===== src/rtl/cp0_nested_exc.sv =====
// cp0_nested_exc: MIPS-54 coprocessor 0 with a DEPTH-entry hardware stack of
// {Status, Cause, EPC} so that ERET unwinds nested handlers in LIFO order.
// Optional feature macro: CP0_TIMER_EN enables the Count(9)/Compare(11) timer,
// which raises IP7 on a match. Without it, regs 9 and 11 are plain storage.
module cp0_nested_exc #(
    parameter int unsigned DEPTH   = 4,
    parameter int unsigned NUM_IRQ = 6,
    parameter logic [31:0] VECTOR  = 32'h0040_0004
) (
    input  logic               i_clk,
    input  logic               i_rst,
    input  logic               i_ena,
    input  logic               i_mfc0,
    input  logic               i_mtc0,
    input  logic [4:0]         i_rd,
    input  logic [31:0]        i_wdata,
    input  logic [31:0]        i_npc,
    input  logic               i_exception,
    input  logic [4:0]         i_cause,
    input  logic               i_eret,
    input  logic [NUM_IRQ-1:0] i_irq,
    output logic [31:0]        o_rdata,
    output logic [31:0]        o_exc_addr,
    output logic               o_exc_taken,
    output logic               o_eret_taken,
    output logic               o_stack_ovf,
    output logic [3:0]         o_depth
);

    localparam int unsigned SpW  = $clog2(DEPTH + 1);
    // Stack storage is rounded up to a power of two so the index width matches exactly.
    localparam int unsigned IdxW = (DEPTH > 1) ? $clog2(DEPTH) : 1;
    localparam int unsigned StkN = 1 << IdxW;

    localparam logic [4:0]  RegCount   = 5'd9;
    localparam logic [4:0]  RegCompare = 5'd11;
    localparam logic [4:0]  RegStatus  = 5'd12;
    localparam logic [4:0]  RegCause   = 5'd13;
    localparam logic [4:0]  RegEpc     = 5'd14;
    localparam logic [31:0] StatusRst  = 32'h0000_FF0F;

    localparam logic [4:0]  CodeSyscall = 5'b01000;
    localparam logic [4:0]  CodeBreak   = 5'b01001;
    localparam logic [4:0]  CodeTeq     = 5'b01101;

    typedef enum logic [2:0] {
        ActNone,
        ActEret,
        ActEnter,
        ActOverflow,
        ActWrite
    } act_e;

    // Architectural state
    logic [31:0]    r_cp0 [32];
    logic [SpW-1:0] r_sp;
    logic [31:0]    r_exc_addr;
    logic           r_exc_taken;
    logic           r_eret_taken;
    logic           r_stack_ovf;

    // Saved context stack
    logic [31:0]    r_stk_status [StkN];
    logic [31:0]    r_stk_cause  [StkN];
    logic [31:0]    r_stk_epc    [StkN];

    // Next-state and decode
    logic [31:0]    w_cp0 [32];
    logic [SpW-1:0] w_sp;
    logic [31:0]    w_exc_addr;
    logic           w_exc_taken;
    logic           w_eret_taken;
    logic           w_stack_ovf;
    logic           w_push;

    logic [31:0]    w_status;
    logic [31:0]    w_cause;
    logic [31:0]    w_epc;
    logic           w_cause_en;
    logic           w_exc_req;
    logic           w_int_req;
    logic           w_full;
    logic           w_empty;
    logic           w_timer_hit;
    logic [7:0]     w_ip_set;
    logic [IdxW-1:0] w_push_idx;
    logic [IdxW-1:0] w_pop_idx;
    act_e           w_act;

    assign w_status   = r_cp0[RegStatus];
    assign w_cause    = r_cp0[RegCause];
    assign w_epc      = r_cp0[RegEpc];
    assign w_full     = (r_sp == SpW'(DEPTH));
    assign w_empty    = (r_sp == '0);
    assign w_push_idx = IdxW'(r_sp);
    assign w_pop_idx  = IdxW'(r_sp - SpW'(1));

`ifdef CP0_TIMER_EN
    assign w_timer_hit = (r_cp0[RegCompare] != 32'd0) &&
                         (r_cp0[RegCount] == r_cp0[RegCompare]);
`else
    assign w_timer_hit = 1'b0;
`endif

    // Sticky pending bits raised this cycle; the timer shares IP7 with irq[7].
    assign w_ip_set = 8'(i_irq) | {w_timer_hit, 7'd0};

    // Per-cause enable bit in Status; unknown codes are never enabled.
    always_comb begin
        w_cause_en = 1'b0;
        case (i_cause)
            CodeSyscall: w_cause_en = w_status[1];
            CodeBreak:   w_cause_en = w_status[2];
            CodeTeq:     w_cause_en = w_status[3];
            default:     w_cause_en = 1'b0;
        endcase
    end

    assign w_exc_req = i_exception && w_status[0] && w_cause_en;
    assign w_int_req = w_status[0] && (|(w_cause[15:8] & w_status[15:8]));

    // Pick the single action for this cycle: eret > exception > interrupt > mtc0.
    // A disabled or unknown exception is not an action, so lower requests still proceed.
    always_comb begin
        w_act = ActNone;
        if (i_eret) begin
            w_act = ActEret;
        end else if (w_exc_req || w_int_req) begin
            w_act = w_full ? ActOverflow : ActEnter;
        end else if (i_mtc0) begin
            w_act = ActWrite;
        end
    end

    // Next-state for the register file, stack pointer, redirect target and pulses.
    always_comb begin
        w_cp0        = r_cp0;
        w_sp         = r_sp;
        w_exc_addr   = r_exc_addr;
        w_exc_taken  = 1'b0;
        w_eret_taken = 1'b0;
        w_stack_ovf  = 1'b0;
        w_push       = 1'b0;
        if (i_ena) begin
`ifdef CP0_TIMER_EN
            w_cp0[RegCount] = r_cp0[RegCount] + 32'd1;
`endif
            unique case (w_act)
                ActEret: begin
                    w_exc_addr   = w_epc;
                    w_eret_taken = 1'b1;
                    if (!w_empty) begin
                        w_cp0[RegStatus] = r_stk_status[w_pop_idx];
                        w_cp0[RegCause]  = r_stk_cause[w_pop_idx];
                        w_cp0[RegEpc]    = r_stk_epc[w_pop_idx];
                        w_sp             = r_sp - SpW'(1);
                    end
                end
                ActEnter: begin
                    w_push                  = 1'b1;
                    w_cp0[RegEpc]           = i_npc;
                    w_cp0[RegCause][6:2]    = w_exc_req ? i_cause : 5'd0;
                    w_cp0[RegStatus][0]     = 1'b0;
                    w_exc_addr              = VECTOR;
                    w_sp                    = r_sp + SpW'(1);
                    w_exc_taken             = 1'b1;
                end
                ActOverflow: begin
                    w_stack_ovf = 1'b1;
                end
                ActWrite: begin
                    // A Count write lands after the increment above, so it wins.
                    w_cp0[i_rd] = i_wdata;
`ifdef CP0_TIMER_EN
                    if (i_rd == RegCompare) begin
                        w_cp0[RegCause][15] = 1'b0;
                    end
`endif
                end
                default: begin
                end
            endcase
            // Newly raised pending bits override any clear or restore in the same cycle.
            w_cp0[RegCause][15:8] = w_cp0[RegCause][15:8] | w_ip_set;
        end
    end

    // State registers with synchronous active-low reset.
    always_ff @(posedge i_clk) begin
        if (!i_rst) begin
            for (int i = 0; i < 32; i++) begin
                r_cp0[i] <= '0;
            end
            r_cp0[RegStatus] <= StatusRst;
            r_sp             <= '0;
            r_exc_addr       <= '0;
            r_exc_taken      <= 1'b0;
            r_eret_taken     <= 1'b0;
            r_stack_ovf      <= 1'b0;
        end else begin
            r_cp0        <= w_cp0;
            r_sp         <= w_sp;
            r_exc_addr   <= w_exc_addr;
            r_exc_taken  <= w_exc_taken;
            r_eret_taken <= w_eret_taken;
            r_stack_ovf  <= w_stack_ovf;
        end
    end

    // Context push on entry; entries above SP are dead, so no reset is needed.
    always_ff @(posedge i_clk) begin
        if (i_rst && w_push) begin
            r_stk_status[w_push_idx] <= w_status;
            r_stk_cause[w_push_idx]  <= w_cause;
            r_stk_epc[w_push_idx]    <= w_epc;
        end
    end

    assign o_rdata      = i_mfc0 ? r_cp0[i_rd] : 32'd0;
    assign o_exc_addr   = r_exc_addr;
    assign o_exc_taken  = r_exc_taken;
    assign o_eret_taken = r_eret_taken;
    assign o_stack_ovf  = r_stack_ovf;
    assign o_depth      = 4'(r_sp);

endmodule


===== config.mk =====
export PLATFORM = sky130hd
export DESIGN_NAME = cp0_nested_exc
export DESIGN_NICKNAME = d
export VERILOG_FILES = /design/src/rtl/cp0_nested_exc.sv
export SDC_FILE = /design/constraint.sdc
export NUM_CORES = 2
export LEC_CHECK = 0
export ABC_AREA = 1
export CORE_MARGIN = 2
export CORE_UTILIZATION = 33
export CTS_CLUSTER_SIZE = 24
export DETAILED_ROUTE_END_ITERATION = 7
export PLACE_DENSITY = 0.58
export SETUP_SLACK_MARGIN = 0.5
export SYNTH_ARGS = -nofsm -noshare
export SYNTH_HDL_FRONTEND = slang
export SYNTH_SLANG_ARGS = --single-unit

===== constraint.sdc =====
create_clock -name i_clk -period 12.55 [get_ports i_clk]
set_input_delay 2.51 -clock i_clk [delete_from_list [all_inputs] [get_ports i_clk]]
set_output_delay 2.51 -clock i_clk [all_outputs]
set_load 0.05 [all_outputs]

; Word-level counts from Yosys, hierarchy flattened
; Memory sizes are Yosys's and may differ from the RTL's.
; Index checks and enable logic that the tools add are counted.
[classes]
bitwise_logic = 3
addsub = 2
muxes = 30
order_cmp = 2
eq_ne = 11
n_reduce_logical = 18
[op_table]
columns = op, count
row1 = bitwise mux 1024 bit, 1
row2 = binary-select mux 32 bit (select 5 bit), 1
row3 = demux 32 bit (select 5 bit), 1
row4 = two-way mux 32 bit, 4
row5 = two-way mux 96 bit, 1
row6 = one-hot mux 32 bit (3 select lines), 1
row7 = one-hot mux 32 bit (2 select lines), 1
row8 = one-hot mux 31 bit (2 select lines), 1
row9 = one-hot mux 25 bit (2 select lines), 1
row10 = two-way mux 25 bit, 1
row11 = equality test 5 x 4 -> 1 bit (second input constant), 3
row12 = one-hot mux 5 bit (3 select lines), 1
row13 = two-way mux 3 bit, 4
row14 = AND reduction 3 bit, 4
row15 = AND 8 bit, 1
row16 = OR 8 x 6 -> 8 bit, 1
row17 = OR reduction 8 bit, 1
row18 = two-way mux 1 bit, 7
row19 = equality test 3 x 2 -> 1 bit (second input constant), 2
row20 = equality test 3 bit (second input constant), 2
row21 = >= comparator 6 bit (second input constant), 1
row22 = less-than comparator 6 x 1 -> 1 bit (second input constant), 1
row23 = NOT 5 -> 6 bit, 1
row24 = one-hot mux 1 bit (3 select lines), 2
row25 = other kinds (15), 22
[word_totals]
register_bits = 1062
ram_bits = 384
n_memories = 3
[mem_list]
columns = name, words, width, read_ports, rd_ports_with_merged_regs, wr, line_no
row1 = r_stk_cause, 4, 32, 1, 0, 1, 64  ; logic [31:0] r_stk_cause [StkN];
row2 = r_stk_epc, 4, 32, 1, 0, 1, 65  ; logic [31:0] r_stk_epc [StkN];
row3 = r_stk_status, 4, 32, 1, 0, 1, 63  ; logic [31:0] r_stk_status [StkN];

; Logic depth before layout (Yosys ltp)
[depth]
depth_word = 12
depth_mapped = 15

; Least setup slack after synthesis
; Ideal clock, no wire load.
[synth_path]
kind = input port to flip-flop
from = in i_cause[1]
to = mem r_stk_cause[0][0] (enable)
required_ns = 11.999
setup_slack_ns = 4.496
setup_ns = 0.551
t_arrival_ns = 7.503
path_stages = 9
cell_sequence = nand3b_1 > nor2_2 > nand2_2 > nand2_1 > nand3_2 > clkbuf_1 > nor2_1 > inv_1 > nor2_1
[synth_via]
elab_chain_cells = 12
elab_cells_between_ends = 14
classes_between = 4 x eq/ne / 7 x mux / 3 x reduce/logical
[synth_lines]
columns = element, line_no
row1 = start: declaration, 19  ; input logic [4:0] i_cause,
row2 = equality test 5 x 4 -> 1 bit, 111  ; case (i_cause)
row3 = one-hot mux 1 bit (3 select lines) *, 111
row4 = logical AND 1 bit *, 119  ; assign w_exc_req = i_exception && w_status[0] && w_cause_en;
row5 = logical OR 1 bit *, 128  ; end else if (w_exc_req || w_int_req) begin
row6 = two-way mux 3 bit *, 128
row7 = two-way mux 3 bit *, 126  ; if (i_eret) begin
row8 = equality test 3 x 2 -> 1 bit *, 148  ; unique case (w_act)
row9 = two-way mux 1 bit *, 148
row10 = two-way mux 1 bit *, -
row11 = logical AND 1 bit *, 212  ; if (i_rst && w_push) begin
row12 = two-way mux 1 bit *, 212
row13 = two-way mux 1 bit (implied by the code) *, 214  ; r_stk_cause[w_push_idx] <= w_cause;
row14 = end: declaration, 64
; Mark *: on every way between the ends. The rest lies on a longest branch, timed or not.

; Final worst setup path
[layout_path]
from = in i_rd[1]
to = out o_rdata[15]
[layout_via]
elab_chain_cells = 5
[layout_lines]
columns = element, line_no
row1 = start: declaration, 15  ; input logic [4:0] i_rd,
row2 = NOT 5 -> 6 bit (implied by the code), 219  ; assign o_rdata = i_mfc0 ? r_cp0[i_rd] : 32'd0;
row3 = binary-select mux 32 bit (select 5 bit), 219
row4 = two-way mux 32 bit (implied by the code) (2 in series), 219
row5 = two-way mux 32 bit, 219
row6 = end: declaration, 22  ; output logic [31:0] o_rdata,
; No other way between the ends. The select of a mux whose other input is x is not followed.

==> metrics list <==
- Status: complete, no violations
- Averaged over all synthesized cells, the footprint is 8.093 um^2.
* Yosys synthesis warning count: 0
- In the routed layout, each cell is associated on average with a via count of 5.434.
- The worst pin sits at a relative slew slack of 19.57%.
* Maximum root-to-sink buffer count: 3
* Layout overhead on the synthesized area: 12.33%
* Part of the cycle the worst path needs: 75.53%
- The tool flagged a number of max-cap violations equal to 0.
* Final Util: 37.35%
* Setup violations, final: 0
- Counting I/O delays and the setup requirement, the final critical path takes 9.479 ns.
* Cell area after synthesis: 0.06094 mm^2
* Effective utilization at floorplan: 33.25%
* Total global routing track utilization: 23.10%
- TritonCTS clock tree: done
- At the placement stage, the worst setup path has a slack of 3.206 ns.
- Based on the critical path, the design can be clocked at up to 0.1055 GHz.
- Routed wire per std cell: 22.75 um
* Primary FF master, synth: sky130_fd_sc_hd__dfxtp_1
* Horizontal extent of the die: 433.7 um
- Final WS setup: 3.071 ns
- Worst hold endpoint: r_cp0[1015]
- Dpl hpwl: 124.0 mm
- Once placement completed, the tool counted placed cells totaling 9604.
- In this run, distinct cell masters in the synthesized netlist total 38.
- Number of core rows: 157
* Fin nets: 7384
- The die covers 0.1881 mm^2.
* TritonCTS Buffers: 149
* Top-area cell type share of the netlist area: 34.89%
- Post-CTS timing repair inserted 0 buffers for setup.
- Counting flops with an async set or reset pin after synthesis yields a share of 0%.
- The clock net in this run drives a total of 1446 sinks.
- In this run the worst path has a maximum fanout of 111.
- Port Buf Inserts: 156
- For the worst flop-to-flop path, the logic depth is 11.
* Number of flops mapped to enable cells by yosys: 384
- Count of vias placed by the detailed router: 53700
- Total Negative Setup Slacks: 0 ns
* Total chip power: 10.54 mW
* Layout Skew: 0.02496 ns
- Crit path launch type: primary input
- Worst reg2reg path startpoint: w_cause[10]
- The count of nets left with antenna violations once routing finished came out at 0.
- Aggregate global routing overflow: 0
- Commonest cells in the netlist: 1480 x sky130_fd_sc_hd__nand2_1, 1390 x sky130_fd_sc_hd__nor2_1, 1062 x sky130_fd_sc_hd__dfxtp_1
- Post-layout instance area: 0.06845 mm^2
- At the pin with the least slew margin, the transition time is 1.205 ns.
* First-iteration detailed-routing DRC count: 6523
* Vertical die dimension: 433.7 um
* Capture instance of the worst register-to-register path: r_cp0[887]
- STA puts the critical path data arrival time at 6.97 ns.
- VDD sags by at most 0.1088 mV.
- Net Count, Synth: 7623
* Total cell area at the placement stage: 0.06361 mm^2
- Clock-pin slew was measured on the worst setup and hold paths at 0.06 ns.
- The total count of hold-check failures in the final report was 0.
- The first global-routing pass estimated 330.3 mm of wire.
- Synth area leader: sky130_fd_sc_hd__dfxtp_1
- Reg-to-reg setup timing slack: 7.41 ns
- In this run the static leakage power is 22.78 nW.
- RSZ-0062 raised after global routing: false
* Count leader, synth: sky130_fd_sc_hd__nand2_1
- Largest stage delay, worst path: 0.95 ns
- Crit path buffers/inverters: 4
- Largest net degree at the start of global routing: 198
- The cell sitting at the root of the clock tree is a sky130_fd_sc_hd__clkbuf_16.
* Yosys reg bits: 1446
- The finished layout holds 9881 standard cells, fillers aside.
- The number of global-route vias before repair is 49590.
- The min-delay analysis places its worst path in the category register to register.
- Worst path required time: 10.04 ns
- Among all stages on the critical path, the largest delay is contributed by sky130_fd_sc_hd__clkdlybuf4s50_1.
- Count of pins over their slew limit: 0
- Broken down by cell family, the worst path's largest delay share belongs to buffers and inverters.
- Cell chain of the critical path: clkdlybuf4s50_1, nand2_1, inv_8, buf_4, a22oi_1, a21oi_1, or2_2, nor2_1, a21oi_1, clkdlybuf4s50_1
* Largest cells by area after synthesis: sky130_fd_sc_hd__dfxtp_1 35%, sky130_fd_sc_hd__edfxtp_1 19%, sky130_fd_sc_hd__nand2_1 9.1%
- At the end of routability-driven placement, the weighted congestion stood at 0.8218.
* Ratio of cells with drive above 1 in the final layout: 6.570%
- Synthesized netlist cell count: 7530
- H-tree depth: 4
- The startpoint identified for the worst hold timing path is r_cp0[1015].
- Count of pins on the block boundary: 158
* Post-cts resize count: 0
- Areal power density over the cells: 154.0 mW/mm^2
- The first detailed-routing pass ran for 8 iterations.
- At the later pin of the worst-skew pair, clock insertion delay measures 0.81 ns.
- The final layout contains routed wiring with a total length of 224.8 mm.
* WS Path Type: primary input to output pin
* Hold slack final: 0.4650 ns
- Counting instances, the worst hold path has a depth of 2.
- Remaining design rule violation count: 0
- The initial antenna violation count was 3.
- CTS Hold Bufs: 0
- STA classifies the critical path endpoint as an output pin.
* Fraction of the yosys area taken by sequential cells: 53.81%
- The total area inside the core boundary comes to 0.1833 mm^2.
[cell families (layout without fill, tap and decap cells)]
| kind of cell | after synthesis | count (layout) | synth area share, % |
|---|---|---|---|
| AND/OR/NAND/NOR | 3188 | 3188 | 20.91 |
| AO/OA/AOI/OAI | 2093 | 2093 | 19.44 |
| flip-flops | 1446 | 1446 | 53.81 |
| adder cells (fa/ha/maj) | 6 | 6 | 0.1232 |
| other | 1 | 5 | 0.006154 |
| buffers and inverters | 795 | 678 | 5.687 |
| XOR/XNOR | 1 | 1 | 0.01438 |
[power breakdown]
group | leakage, nW | internal, mW | switching (mW)
clock | 2.39 | 2.52 | 1.93
combinational | 8.28 | 0.287 | 0.820
sequential | 12.1 | 4.89 | 0.103
total | 22.8 | 7.69 | 2.85
[worst max-delay path by stage]
stage	startpoint	slack [ns]	depth (start not counted)	to
after detailed placement	i_rd[1]	3.21	10	o_rdata[11]
after floorplan	i_cause[1]	4.50	9	r_stk_cause[0][0]
after CTS	i_rd[1]	3.19	10	o_rdata[11]
after global routing	i_rd[1]	3.04	10	o_rdata[14]
after global placement	i_rd[1]	3.15	10	o_rdata[11]
final	i_rd[1]	3.07	10	o_rdata[15]
[flip-flops by register name (all words and copies together), names as in the netlist]
name / flops
w_status: 32
o_exc_taken: 1
r_cp0: 928
o_eret_taken: 1
r_stk_status: 128
w_cause: 32
r_stk_cause: 128
w_epc: 32
o_exc_addr: 32
r_sp: 3
o_stack_ovf: 1
r_stk_epc: 128
[worst min-delay path, cell delays in order, from the launching register on]
cell and delay, ns:
sky130_fd_sc_hd__dfxtp_1 0.31, sky130_fd_sc_hd__nand2_1 0.06, sky130_fd_sc_hd__a21oi_1 0.05
[cell type report]
type | instances | area, um^2
inverter | 140 | 555.5
clock inverter | 57 | 490.5
multi-input combinational | 5289 | 24740
antenna | 4 | 10.01
timing repair buffer | 265 | 2437
fill | 18450 | 114800
sequential | 1446 | 32800
tap | 2464 | 3083
clock buffer | 216 | 4338
[cells in the final DEF, fill, tap and decap left out, drive strengths merged, types with 42 or more instances in the layout]
cell type | netlist | final
clkbuf | 383 | 216
nor2 | 1398 | 1398
clkdlybuf4s50 | 0 | 153
nand2 | 1487 | 1487
nand3 | 178 | 178
o22ai | 50 | 50
a22oi | 496 | 496
edfxtp | 384 | 384
a21oi | 793 | 793
dfxtp | 1062 | 1062
o21ai | 739 | 739
or2 | 112 | 112
buf | 272 | 112
inv | 139 | 147
clkinv | 1 | 42
[routing by layer]
layer / share of wire, % / global-route usage [%] / vias to the layer above
met4: 4.2 / 9.779 / 0
met3: 7.8 / 3.437 / 499
met5: 0 / 0 / -
met1: 42 / 30.45 / 25870
li1: - / - / 24830
met2: 46 / 37.66 / 2499
No activity file was read; power rests on OpenSTA's default activity.
